<file path="src/rtl/mds_folded.sv">
// Twofish MDS column multiply over GF(2^8), folded to ROWS_PER_CYCLE rows per clock.
// Valid/ready on both sides; the result register is written row by row while in CALC.
module mds_folded #(
    parameter int         ROWS_PER_CYCLE = 4,
    parameter logic [8:0] POLY           = 9'h169
) (
    input  logic        clk,
    input  logic        rst,
    input  logic        in_valid,
    output logic        in_ready,
    input  logic [7:0]  y0,
    input  logic [7:0]  y1,
    input  logic [7:0]  y2,
    input  logic [7:0]  y3,
    output logic        out_valid,
    input  logic        out_ready,
    output logic [31:0] out
);

    generate
        if (!(ROWS_PER_CYCLE == 1 || ROWS_PER_CYCLE == 2 || ROWS_PER_CYCLE == 4)) begin : g_bad_rows
            $error("mds_folded: ROWS_PER_CYCLE must be 1, 2 or 4");
        end
    endgenerate

    localparam int         R  = ROWS_PER_CYCLE;
    localparam logic [2:0] R3 = 3'(ROWS_PER_CYCLE);

    // Row-major: entry {row, col}.
    localparam logic [0:15][7:0] MDS = {
        8'h01, 8'hEF, 8'h5B, 8'h5B,
        8'h5B, 8'hEF, 8'hEF, 8'h01,
        8'hEF, 8'h5B, 8'h01, 8'hEF,
        8'hEF, 8'h01, 8'hEF, 8'h5B
    };

    typedef enum logic [1:0] {
        S_IDLE,
        S_CALC,
        S_DONE
    } state_t;

    function automatic logic [7:0] gf_mul(input logic [7:0] a, input logic [7:0] b);
        logic [7:0] acc;
        logic [7:0] sh;
        acc = 8'h00;
        sh  = a;
        for (int i = 0; i < 8; i++) begin
            if (b[i]) begin
                acc = acc ^ sh;
            end
            sh = sh[7] ? ({sh[6:0], 1'b0} ^ POLY[7:0]) : {sh[6:0], 1'b0};
        end
        return acc;
    endfunction

    state_t     state_q, state_d;
    logic [1:0] rc_q, rc_d;
    logic [7:0] col_q [4];
    logic [7:0] col_d [4];
    logic [7:0] res_q [4];
    logic [7:0] res_d [4];
    logic       in_ready_q, in_ready_d;
    logic       out_valid_q, out_valid_d;

    logic [1:0] row_idx [R];
    logic [7:0] row_val [R];
    logic [2:0] rc_sum;

    generate
        for (genvar gi = 0; gi < R; gi++) begin : g_row
            logic [7:0] prod [4];
            assign row_idx[gi] = rc_q + 2'(gi);
            for (genvar gj = 0; gj < 4; gj++) begin : g_col
                assign prod[gj] = gf_mul(MDS[{row_idx[gi], 2'(gj)}], col_q[gj]);
            end
            assign row_val[gi] = prod[0] ^ prod[1] ^ prod[2] ^ prod[3];
        end
    endgenerate

    // Carry out of the 2-bit counter marks the cycle that writes row 3.
    assign rc_sum = {1'b0, rc_q} + R3;

    always_comb begin
        state_d = state_q;
        rc_d    = rc_q;
        col_d   = col_q;
        res_d   = res_q;
        case (state_q)
            S_IDLE: begin
                if (in_valid) begin
                    col_d   = '{y0, y1, y2, y3};
                    rc_d    = 2'd0;
                    state_d = S_CALC;
                end
            end
            S_CALC: begin
                for (int k = 0; k < R; k++) begin
                    res_d[row_idx[k]] = row_val[k];
                end
                rc_d = rc_sum[1:0];
                if (rc_sum[2]) begin
                    state_d = S_DONE;
                end
            end
            S_DONE: begin
                if (out_ready) begin
                    state_d = S_IDLE;
                end
            end
            default: state_d = S_IDLE;
        endcase
        in_ready_d  = (state_d == S_IDLE);
        out_valid_d = (state_d == S_DONE);
    end

    always_ff @(posedge clk) begin
        if (rst) begin
            state_q     <= S_IDLE;
            rc_q        <= 2'd0;
            col_q       <= '{default: 8'h00};
            res_q       <= '{default: 8'h00};
            in_ready_q  <= 1'b1;
            out_valid_q <= 1'b0;
        end else begin
            state_q     <= state_d;
            rc_q        <= rc_d;
            col_q       <= col_d;
            res_q       <= res_d;
            in_ready_q  <= in_ready_d;
            out_valid_q <= out_valid_d;
        end
    end

    assign in_ready  = in_ready_q;
    assign out_valid = out_valid_q;
    assign out       = {res_q[0], res_q[1], res_q[2], res_q[3]};

endmodule

</file>
<file path="config.mk">
export PLATFORM = sky130hd
export DESIGN_NAME = mds_folded
export DESIGN_NICKNAME = d
export VERILOG_FILES = /design/src/rtl/mds_folded.sv
export SDC_FILE = /design/constraint.sdc
export NUM_CORES = 1
export LEC_CHECK = 0
export CORE_ASPECT_RATIO = 0.75
export CORE_UTILIZATION = 55
export CTS_BUF_LIST = sky130_fd_sc_hd__clkbuf_2
export DETAILED_ROUTE_END_ITERATION = 10
export GPL_TIMING_DRIVEN = 0
export PLACE_DENSITY = 0.83
export SETUP_SLACK_MARGIN = 0.2
export SLEW_MARGIN = 20
export SYNTH_ARGS = -nofsm -noshare
export SYNTH_HDL_FRONTEND = slang
export SYNTH_SLANG_ARGS = --single-unit
</file>
<file path="constraint.sdc">
create_clock -name clk -period 3.66 [get_ports clk]
set_input_delay 0.732 -clock clk [delete_from_list [all_inputs] [get_ports clk]]
set_output_delay 0.732 -clock clk [all_outputs]
set_load 0.05 [all_outputs]
</file>
# Word-level counts from Yosys, hierarchy flattened
# Memories as Yosys holds them, arrays and structs flattened.
# Cells that the tools add are included.
dict set report totals {
  ff_bits 70
  out_inout_bits 34
  in_bits 36
  elab_cells 615
  mem_count 16
  romBits 2048
}
dict set report op_classes {
  n_mux 290
  n_eq_ne 4
  n_addsub 4
  order_cmp 24
  bitwise_logic 256
  reduce_logical 9
}
# name words width rd rd_ports_with_merged_regs wr line_no
set memory_table {}
lappend memory_table {{(name not given)} 16 8 1 0 0 75} ;# assign prod[gj] = gf_mul(MDS[{row_idx[gi], 2'(gj)}], col_q[gj]);
lappend memory_table {{(name not given)} 16 8 1 0 0 75}
lappend memory_table {{(name not given)} 16 8 1 0 0 75}
lappend memory_table {{(name not given)} 16 8 1 0 0 75}
lappend memory_table {{(name not given)} 16 8 1 0 0 75}
lappend memory_table {{(name not given)} 16 8 1 0 0 75}
lappend memory_table {{10 more memories} - - - - - -}
# operator n
set op_table {}
lappend op_table {{$mux W8} 164}
lappend op_table {{$xor A8 B8 Y8} 124}
lappend op_table {{$mux W7} 112}
lappend op_table {{$not A4 Y4} 112}
lappend op_table {{$bwmux W32} 4}
lappend op_table {{$ge A5 B5 Y1 const B} 16}
lappend op_table {{$not A4 Y5} 16}
lappend op_table {{$demux W8 S2} 4}
lappend op_table {{$ge A3 B3 Y1 const B} 4}
lappend op_table {{$lt A3 B1 Y1 const B} 4}
lappend op_table {{$not A2 Y3} 4}
lappend op_table {{$mux W2} 4}
lappend op_table {{$pmux W2 S3} 1}
lappend op_table {{$add A2 B2 Y2 const B} 2}
lappend op_table {{$eq A2 B2 Y1 const B} 2}
lappend op_table {{$logic_and A1 B1 Y1} 4}
lappend op_table {{$logic_not A2 Y1} 2}
lappend op_table {{$pmux W2 S2} 1}
lappend op_table {{$reduce_and A2 Y1} 2}
lappend op_table {{$add A2 B3 Y3 const B} 1}
lappend op_table {{$add A2 B1 Y2 const B} 1}
lappend op_table {{$eq A2 B1 Y1 const B} 1}
lappend op_table {{$ne A2 B2 Y1 const B} 1}
lappend op_table {{$reduce_bool A2 Y1} 1}

# Depth between registers and ports, before layout
dict set report logic_depth {
  depth_word 27
  ltp_mapped 6
  ltp_nobuf 5
}

# Least setup slack after synthesis
# No wires, ideal clock.
dict set report synth_timing {
  kind {register to register}
  startpoint {register col_q[8] in the netlist's numbering}
  endpoint {register res_q (netlist bit out[27])}
  arrival_time_ns 1.785
  setup_ns 0.132
  t_required_ns 3.528
  synth_period_minus_slack_ns 1.917
  slack_ns 1.743
  stages_incl_launch_ff 7
  path_buffers 1
  cell_sequence {dfxtp_1 -> buf_4 -> xnor3_1 -> xor3_1 -> xnor3_1 -> nand2_1 -> a21oi_1}
}
dict set report synth_between {
  elab_chain_len 21
  elab_cells_between_ends 72
  classes_between {mux: 36; bitwise: 36}
}
# item line_no
set synth_lines {}
lappend synth_lines {{from (decl)} 59} ;# logic [7:0] col_q [4];
lappend synth_lines {{from (signal assigned)} 128} ;# col_q <= col_d;
lappend synth_lines {{$mux W8} 49} ;# if (b[i]) begin
lappend synth_lines {{$xor A8 B8 Y8} 50} ;# acc = acc ^ sh;
lappend synth_lines {{$mux W8} 49}
lappend synth_lines {{$xor A8 B8 Y8} 50}
lappend synth_lines {{$mux W8} 49}
lappend synth_lines {{$xor A8 B8 Y8} 50}
lappend synth_lines {{$mux W8} 49}
lappend synth_lines {{$xor A8 B8 Y8} 50}
lappend synth_lines {{[2 not listed]} -}
lappend synth_lines {{$mux W8} 49}
lappend synth_lines {{$xor A8 B8 Y8} 50}
lappend synth_lines {{$mux W8} 49}
lappend synth_lines {{$xor A8 B8 Y8} 50}
lappend synth_lines {{$mux W8} 49}
lappend synth_lines {{$xor A8 B8 Y8 (2 in a row)} 77} ;# assign row_val[gi] = prod[0] ^ prod[1] ^ prod[2] ^ prod[3];
lappend synth_lines {{$bwmux W32 (3 in a row)} 99} ;# res_d[row_idx[k]] = row_val[k];
lappend synth_lines {{$bwmux W32 (*)} 99}
lappend synth_lines {{to (signal assigned)} 129} ;# res_q <= res_d;
lappend synth_lines {{to (decl)} 61} ;# logic [7:0] res_q [4];
# Every way passes the cells marked *; elsewhere a longest branch is shown, timed or not.
# A chain may end at the register's enable or synchronous reset.

# Worst setup path in the final report
dict set report layout_timing {
  startpoint {register res_q (netlist bit out[27])}
  endpoint {output port out[27]}
}
# item line_no
set layout_lines {}
lappend layout_lines {{to (decl)} 17} ;# output logic [31:0] out
# No word-level cell between the ends.

==> results.md <==
* Met1 WL at 4.28 mm
* CP delay by family, top: buffers and inverters
* Setup Viol. Count Final at 0
* Critical path depth at 1
* Crit path max-delay cell type: clkdlybuf4s50_1
* Worst reg2reg path endpoint: out[27]
* Initial antenna violation count at 0
* Htree depth at 3
* Storage element area at 0.00136 mm²
* Final Cycle Share at 67.6%
* CTS Buf Count at 9
* Antenna cell count at 0
* Achievable frequency at 404 MHz
* Final Cell Area at 0.00489 mm²
* Die Wd at 99.8 µm
* Reg2reg path depth at 6
* Syn_nets at 468
* Vias in the first global route at 2901
* Commonest non-fill, non-tap cell in the layout: nand2_1
* CTS sink cnt at 68
* Critical Path Source: out[27]
* Fin. max-slew vios at 0
* Gr ovfl total at 0
* Pwr dens at 506 mW/mm²
* CP startpoint kind: flop
* Post-Syn Instances at 432
* Max rail drop VDD at 264 µV
* Initial Utilization at 57.5%
* Residual DRC at 0
* Worst-Margin Slew at 1050 ps
* Crit path time final at 2470 ps
* CTS tree: yes
* Number of flops mapped to enable cells by yosys at 0
* Setup Fix Bufs, Post-CTS at 0
* Required @ worst endpoint at 2930 ps
* Most frequent cells in the layout: nand2_1 (92), xnor2_1 (85), dfxtp_1 (68), clkdlybuf4s50_1 (68), a21oi_1 (47)
* First-pass GRT wire length at 14.5 mm
* Met2 wire len at 4.23 mm
* Final ANT Viol Nets at 0
* Initial drt markers at 135
* Async SR Flop Fraction at 0%
* Via Count at 3130
* Share of post-route cells with drive strength above 1 at 6.41%
* CP max stage delay at 810 ps
* Synth-to-Final Area Change at 23.8%
* Lkg Pwr at 1.89 nW
* # fillers at 538
* Placer congestion estimate at 0.879
* CP Capture Type: primary output
* Mean Syn Cell Area at 9.14 µm²
* # nets final at 547
* GRT Util Overall at 26.3%
* Max layer used: met4
* I/O Buffers at 68
* Worst Setup EP: out[27]
* Dominant synthesized flop cell: dfxtp_1
* Maximum clock insertion buffer count at 2
* Hold_buf cts at 0
* Critical setup path kind: flop to primary output
* Hold Worst Slack at 465 ps
* Worst path bufs/invs at 1
* WP data arrival at 1740 ps
* Largest net degree at the start of global routing at 13
* Yosys cell types at 30
* DP Area at 0.00475 mm²
* Reg-to-reg slack, setup at 1530 ps
* Die area at 0.00752 mm²
* Multi-input logic area at 0.00241 mm²
* Hold Startpoint: out[14]
* CTS root buf: clkbuf_2
* Synth warn at 0
* Synthesized flop and latch total at 68
* Drt via density at 5.11
* DP HPWL at 7.21 mm
* Avg WL per Cell at 15.0 µm
* Status: finished, final reports clean
* Sum of negative setup slack at 0 ps
* Final wirelength at 9.22 mm
* Relative slew slack at 29.5%
* Die H at 75.4 µm
* Core Region at 0.00686 mm²
* Fin. Hold Viols at 0
* Crit-path cells: clkdlybuf4s50_1
* Num rows at 26
* Clk_lat worst skew at 530 ps
* Post-cts sizing count at 0
* Max_cap viols at 0
* RSZ-0062 raised after global routing: no
* Area of the mapped netlist at 0.00395 mm²
* Critical Path Fanout Max at 2
* Seq/Total Area, Yosys at 34.5%
* Clk_skew at 26.3 ps
* Detailed Routing Iterations Pass 1 at 5
* RR Startpoint: col_q[8]
* Met3 wire length at 574 µm
* Min-delay worst type: flop to flop
* Top Ports at 70
* Clk pin slew, worst setup/hold paths at 190 ps
==> how the worst min path moves through the flow <==
stage                           end  slack (ps)  cells after the start
after floorplan           col_q[18]         460                      2
after global placement      out[28]         440                      2
after detailed placement    out[20]         440                      2
after CTS                   out[25]         470                      2
after global routing        out[12]         490                      2
final                       out[14]         470                      2
==> area by class of cell <==
cell class / instances / area share, %
clock inverter: 6 / 1.84
multi-input combinational: 327 / 49.4
buffer: 37 / 3.51
timing repair buffer: 68 / 13.9
clock buffer: 9 / 0.922
tap: 98 / 2.51
sequential: 68 / 27.9
==> flip-flops by register name, summed over array words and instances, names as in the netlist <==
| signal | cells |
|---|---|
| in_ready | 1 |
| col_q | 32 |
| state_q | 2 |
| out | 32 |
| out_valid | 1 |
==> per-stage QoR <==
step	cells	utilization [%]	power [mW]	worst slack [ps]
floorplan	432	-	1.71	1740
global placement	598	69.2	1.95	895
detailed placement	598	69.2	1.97	868
CTS	613	71.2	2.47	1170
global route	613	71.2	2.59	1110
finish	613	71.2	2.47	1190
==> worst reg2reg max path: cells and delay by family, from the launching register on <==
| kind | cells | cell delay (ps) |
|---|---|---|
| xor gates and xnor gates | 3 | 1300 |
| DFF | 1 | 350 |
| AOI/OAI and AO/OA | 1 | 80 |
| and+or+nand+nor | 1 | 80 |
| buffers and inverters | 1 | 200 |
==> synth_stat cells (2+ instances only) <==
master / instances / area share [%]
xnor2_1: 85 / 19
xnor3_1: 18 / 10
nand3_1: 2 / 0.25
dfxtp_1: 68 / 34
a211oi_1: 15 / 2.9
xor2_1: 28 / 6.2
xor3_1: 2 / 1.2
nand2_1: 92 / 8.7
nor2_1: 23 / 2.2
buf_2: 4 / 0.51
xnor2_2: 2 / 0.82
clkbuf_1: 24 / 2.3
buf_4: 5 / 0.95
buf_1: 2 / 0.19
a21oi_1: 47 / 6.0
==> kinds of logic after synthesis <==
kind of cell / count (synthesis) / synth area share [%]
xor gates and xnor gates: 138 / 39.3
DFF: 68 / 34.5
and+or+nand+nor: 126 / 12.7
buffers and inverters: 37 / 4.34
AOI/OAI and AO/OA: 63 / 9.13
==> where the power goes <==
group	total [mW]	switching [mW]	internal, mW
Combinational	1.12	0.598	0.519
Clock	0.504	0.281	0.223
Sequential	0.850	0.0440	0.806
==> metal layers <==
metal	vias to the layer above	GRT usage, %
li1	1546	-
met1	1451	34.4
met3	15	5.32
met5	-	0
met2	118	44.5
met4	0	8.82
No activity file was read; power rests on OpenSTA's default activity.
